File: src/rtl/down_timer.sv
// down_timer: loadable, prescaled down-counter.
// Counts a programmed value to zero, pulses `expired` for one cycle and sets a
// sticky `irq` flag on expiry. Periodic mode reloads and keeps running;
// one-shot mode parks in DONE until the next load.
module down_timer #(
    parameter int unsigned WIDTH      = 8,
    parameter int unsigned PRESCALE_W = 4
) (
    input  logic                  clk,
    input  logic                  rst,
    input  logic                  load,
    input  logic [WIDTH-1:0]      load_val,
    input  logic                  start,
    input  logic                  stop,
    input  logic                  periodic,
    input  logic [PRESCALE_W-1:0] prescale,
    input  logic                  irq_clr,
    output logic [WIDTH-1:0]      count,
    output logic                  running,
    output logic                  done,
    output logic                  expired,
    output logic                  irq
);

    typedef enum logic [1:0] {
        IDLE = 2'd0,
        RUN  = 2'd1,
        DONE = 2'd2
    } state_t;

    localparam logic [WIDTH-1:0]      CNT_ONE = WIDTH'(1);
    localparam logic [PRESCALE_W-1:0] PSC_ONE = PRESCALE_W'(1);

    state_t                  state_q;
    logic [WIDTH-1:0]        count_q;
    logic [WIDTH-1:0]        reload_q;
    logic [PRESCALE_W-1:0]   presc_q;
    logic                    expired_q;
    logic                    irq_q;
    logic                    tick_d;

    // Decrement strobe; >= keeps ticking promptly if prescale is lowered mid-count.
    always_comb begin
        tick_d = (state_q == RUN) && (presc_q >= prescale);
    end

    // Control FSM, prescaler, count and flags; priority rst > load > stop > start > tick.
    always_ff @(posedge clk) begin
        if (rst) begin
            state_q   <= IDLE;
            count_q   <= '0;
            reload_q  <= '0;
            presc_q   <= '0;
            expired_q <= 1'b0;
            irq_q     <= 1'b0;
        end else begin
            expired_q <= 1'b0;
            // A same-cycle expiry below overrides this clear.
            if (irq_clr) begin
                irq_q <= 1'b0;
            end

            if (load) begin
                count_q  <= load_val;
                reload_q <= load_val;
                presc_q  <= '0;
                if (state_q == DONE) begin
                    state_q <= IDLE;
                end else if ((state_q == RUN) && (load_val == '0)) begin
                    state_q <= IDLE;
                end
            end else if (stop) begin
                if (state_q == RUN) begin
                    state_q <= IDLE;
                    presc_q <= '0;
                end
            end else if (start && (state_q == IDLE) && (count_q != '0)) begin
                state_q <= RUN;
            end else if (state_q == RUN) begin
                if (tick_d) begin
                    presc_q <= '0;
                    if (count_q > CNT_ONE) begin
                        count_q <= count_q - CNT_ONE;
                    end else if (count_q == CNT_ONE) begin
                        expired_q <= 1'b1;
                        irq_q     <= 1'b1;
                        if (periodic) begin
                            count_q <= reload_q;
                        end else begin
                            count_q <= '0;
                            state_q <= DONE;
                        end
                    end
                end else begin
                    presc_q <= presc_q + PSC_ONE;
                end
            end
        end
    end

    assign count   = count_q;
    assign running = (state_q == RUN);
    assign done    = (state_q == DONE);
    assign expired = expired_q;
    assign irq     = irq_q;

endmodule

File: config.mk
export PLATFORM = sky130hd
export DESIGN_NAME = down_timer
export DESIGN_NICKNAME = d
export VERILOG_FILES = /design/src/rtl/down_timer.sv
export SDC_FILE = /design/constraint.sdc
export NUM_CORES = 1
export LEC_CHECK = 0
export CORE_MARGIN = 3
export CORE_UTILIZATION = 51
export CTS_CLUSTER_SIZE = 12
export DETAILED_ROUTE_END_ITERATION = 8
export PLACE_DENSITY = 0.84
export SLEW_MARGIN = 20
export SYNTH_ARGS = -nofsm -noshare
export SYNTH_HDL_FRONTEND = slang
export SYNTH_SLANG_ARGS = --single-unit
File: constraint.sdc
create_clock -name clk -period 2.35 [get_ports clk]
set_input_delay 0.47 -clock clk [delete_from_list [all_inputs] [get_ports clk]]
set_output_delay 0.47 -clock clk [all_outputs]
set_load 0.01 [all_outputs]
# After elaboration in Yosys (flattened, before gate mapping)
# Index checks and enable logic that the tools add are counted.
[classes]
n_mux = 33
n_bitwise = 2
eq_ne = 10
addsub = 2
order_cmp = 2
reduce_logical = 18
[ops]
columns = ["cell", "count"]
rows = [
  ["8-bit two-way mux", 8],
  ["2-bit two-way mux", 11],
  ["4-bit two-way mux", 5],
  ["1-bit two-way mux", 9],
  ["8-bit by 1-bit equality test with 1-bit output, second input constant", 1],
  ["8-bit by 1-bit > comparator with 1-bit output, second input constant", 1],
  ["8-bit logical NOT", 1],
  ["4-bit nonzero test", 2],
  ["8-bit nonzero test", 1],
  ["8-bit by 1-bit subtractor with 8-bit output, second input constant", 1],
  ["7-bit AND reduction", 1],
  ["7-bit OR reduction", 1],
  ["2-bit != test, second input constant", 3],
  ["3-bit nonzero test", 2],
  ["5-bit AND reduction", 1],
  ["4-bit by 1-bit adder with 4-bit output, second input constant", 1],
  ["4-bit greater-or-equal comparator", 1],
  ["1-bit logical AND", 4],
  ["4-bit by 3-bit != test with 1-bit output, second input constant", 1],
  ["4-bit != test, second input constant", 1],
  ["2-bit nonzero test", 2],
  ["3-bit by 1-bit != test with 1-bit output, second input constant", 1],
  ["3-bit by 2-bit != test with 1-bit output, second input constant", 1],
  ["2-bit by 1-bit equality test with 1-bit output, second input constant", 1],
  ["other kinds (5)", 6],
]
[totals]
output_inout_bits = 12
word_cells = 73
register_bits = 24
in_bits = 19

# Logic depth before layout (Yosys ltp)
[depth]
word_depth = 8
depth_mapped = 8

# Worst setup path after synthesis
# OpenSTA, ideal clock, no wires.
[synth_timing]
path_kind = "flip-flop to flip-flop"
start = "register count_q[0] (netlist: count[0])"
end = "register state_q[0]"
stages_incl_launch_ff = 8
period_less_slack_ns = 2.091
slack_ns = 0.259
setup_time_ns = 0.117
arrival_time_ns = 1.973
required_ns = 2.233
path_cell_list = "dfxtp_1 -> inv_1 -> ha_1 -> nor3b_1 -> a2111oi_1 -> a2bb2oi_2 -> o21ai_1 -> a32o_2"
[synth_via]
elab_chain_len = 5
word_cells_on_any_way = 13
[synth_rtl]
columns = ["item", "line", "rtl"]
rows = [
  ["from (decl)", "35", "logic [WIDTH-1:0] count_q;"],
  ["from (signal assigned)", "64", "count_q <= load_val;"],
  ["from (signal assigned)", "83", "count_q <= count_q - CNT_ONE;"],
  ["from (signal assigned)", "88", "count_q <= reload_q;"],
  ["branches (longest 5 deep; another with 8-bit by 1-bit > comparator with 1-bit output)", "n/a", ""],
  ["to (signal assigned)", "68", "state_q <= IDLE;"],
  ["to (signal assigned)", "74", "state_q <= IDLE;"],
  ["to (signal assigned)", "78", "state_q <= RUN;"],
  ["to (decl)", "34", "state_t state_q;"],
]
# Several ways; the timed one is not identified.
# A chain may end at the register's enable or synchronous reset.

# Worst setup path after layout
[layout_timing]
start = "input port prescale[0]"
end = "register count_q[5] (netlist: count[5])"
[layout_via]
elab_chain_len = 4
[layout_rtl]
columns = ["item", "line", "rtl"]
rows = [
  ["from (decl)", "16", "input logic [PRESCALE_W-1:0] prescale,"],
  ["4-bit greater-or-equal comparator", "44", "tick_d = (state_q == RUN) && (presc_q >= prescale);"],
  ["1-bit logical AND", "44", ""],
  ["2-bit nonzero test (no line)", "n/a", ""],
  ["5-bit AND reduction (no line)", "n/a", ""],
]
# No other way between the ends.

==> flow_summary.yaml <==
logic_synthesis:
  yosys_warnings: 0
  post_synth_inst_count: 177
  yosysSeqAreaShare_pct: 31.9
  synth_edf_count: 0
  synth_area_per_cell_um2: 8.52
  async_reset_ff_share_pct: 0
  syn_nets: 203
  synth_seq_cells: 24
  syn_area_mm2: 0.00151
  synth_top_area_share_pct: 31.9
  ys.flop_type: "dfxtp_1"
  yosysTopAreaCell: "dfxtp_1"
  synth.distinct_cells: 56
  ys_top_cells_by_area: "dfxtp_1, ha_1, nand2_1"
die:
  die-area_mm2: 0.00364
  die_h_um: 60.4
  start_util_pct: 54.2
  io_pins: 31
  die_w_um: 60.4
  core.rowCount: 19
  core_mm2: 0.00278
global_routing:
  grt-ovfl-total: 0
  grt_first_pass_wirelength_um: 6300
  antenna_found_initial: 0
  grtUsageTotal_pct: 23.2
  grt_pass1_vias: 1416
  grt_max_degree: 17
sta:
  drv_slew: 0
  worstMarginPinSlew_ns: 0.512
  period_needed_ns: 2.20
  fin_crit_sh_pct: 93.7
  maxSlewHeadroom_pct: 65.7
  max_freq_mhz: 454
  hold_ws_ns: 0.477
  hold_viol_final: 0
  rsz0062_at_grt: "no"
  setup_tns_ns: 0
  setup_viol: 0
  fin_skew_ns: 0.00268
route:
  drtIter0Drc: 46
  routed_wl_um: 3840
  wl_per_cell_um: 15.8
  drc: 0
  via_per_inst: 6.08
  ant_nets: 0
  dr.pass1.iters: 4
  dr_total_vias: 1477
placement:
  dp_hpwl_um: 3010
  portBuffers: 30
  place_congestion: 0.942
  post_dp_cell_area_mm2: 0.00187
  post-place-cells: 240
cts:
  cts-buffers-inserted: 3
  htreeDepth: 1
  cts_resized: 0
  clockRootBuffer: "clkbuf_4"
  clockBufferDepth: 2
  clkTransAtPathRegs_ns: 0.13
  hold_buffers: 0
  cts_setup_buffers: 0
  cts_tree: "done"
  clock_latency_ns: 0.32
  cts.sink_count: 24
cells_and_area:
  layout.cells.non_filler: 243
  fin_nets: 240
  drive_gt1_share_pct: 12.7
  mostFrequentLayoutCell: "clkdlybuf4s50_1"
  area_growth_pct: 25.7
  most-common-layout-cells: "clkdlybuf4s50_1, dfxtp_1, nand2_1, nor2_1"
  fin_area_mm2: 0.00190
  nFillCells: 245
  antenna_cells: 0
power_and_ir_drop:
  vdd_drop_max_mv: 0.475
  p_per_area_mw_per_mm2: 458
  cellLeakagePower_uw: 0.000732
critical_path:
  reg2reg_slack_ns: 0.24
  critPathArrivalTime_ns: 2.42
  crit_fanout: 7
  worstPathRequired_ns: 2.57
  crit_path_end_kind: "flip-flop"
  worstSetupPathType: "input port to flip-flop"
  start_kind: "input port"
run:
  maxCapViolations: 0
min_path:
  hold_path_class: "flip-flop to flip-flop"
run_status:
  outcome: "complete, no violations"
power by group:
| group | switching (µW) | internal, µW | total (µW) |
|---|---|---|---|
| clock | 122 | 60.1 | 182 |
| combinational | 119 | 121 | 240 |
| sequential | 21.6 | 425 | 446 |
per-stage QoR:
step           setup slack, ns  util (%)  total power [µW]
2_1_floorplan            0.259         -               602
3_3_place_gp            -0.112      67.3               684
3_5_place_dp            -0.195      67.3               693
4_1_cts                  0.139      68.2               873
5_1_grt                 0.0852      68.2               917
6_report                 0.149      68.2               869
layer usage:
layer	up-vias	routed length, µm	GRT usage (%)
met4	0	86	12.0
met5	-	0	0
li1	725	-	-
met1	684	1650	30.1
met3	9	216	3.40
met2	59	1890	37.3
synthesized netlist by cell type (2+ instances only):
library cell and instances:
nor2_1 20, inv_1 9, nand3_1 5, nand2b_1 4, xor2_1 2, and3_1 3
nor4_1 6, a21boi_1 2, ha_1 7, o21ai_0 4, a21oi_1 8, nand2_1 20
buf_6 2, clkbuf_1 4, o2111ai_1 3, o21a_1 3, a311o_1 3, mux2i_1 4
dfxtp_1 24, nor3_1 4, xnor2_1 3, o21ai_1 3
worst paths after layout:
check | end | depth (start not counted) | startpoint
max | count[5]$_SDFFE_PP0P_ | 7 | prescale[0]
min | reload_q[0]$_SDFFE_PP0P_ | 2 | reload_q[0]$_SDFFE_PP0P_
max reg2reg | count[5]$_SDFFE_PP0P_ | 7 | presc_q[0]$_SDFFE_PP0P_
min reg2reg | reload_q[0]$_SDFFE_PP0P_ | 2 | reload_q[0]$_SDFFE_PP0P_
cell families after synthesis:
family / count (synthesis) / synth area share [%]
compound gates: 45 / 24.0
buf+inv: 17 / 5.23
simple gates: 75 / 27.6
fa+ha+maj: 7 / 5.81
mux: 4 / 2.66
xor+xnor: 5 / 2.91
flops: 24 / 31.9
sequential cells by signal (all words and copies together) (netlist names):
register  flops
state_q       2
presc_q       4
expired       1
reload_q      8
count         8
irq           1
layout make-up:
cell class / count / area, µm² / area share, %
inverters: 10 / 37.5 / 1.98
flip-flops and latches: 24 / 480 / 25.3
multi-input cells: 136 / 948 / 50.0
clock buffers: 3 / 22.5 / 1.19
repair buffers: 39 / 368 / 19.4
well taps: 31 / 38.8 / 2.05
worst max-delay path: stages:
cell	delay, ns
clkdlybuf4s50_1	0.41
ha_1	0.29
nand2b_1	0.14
a2111o_1	0.44
nand3_1	0.28
nor4_1	0.12
a311o_1	0.28
No activity file was read; power rests on OpenSTA's default activity.
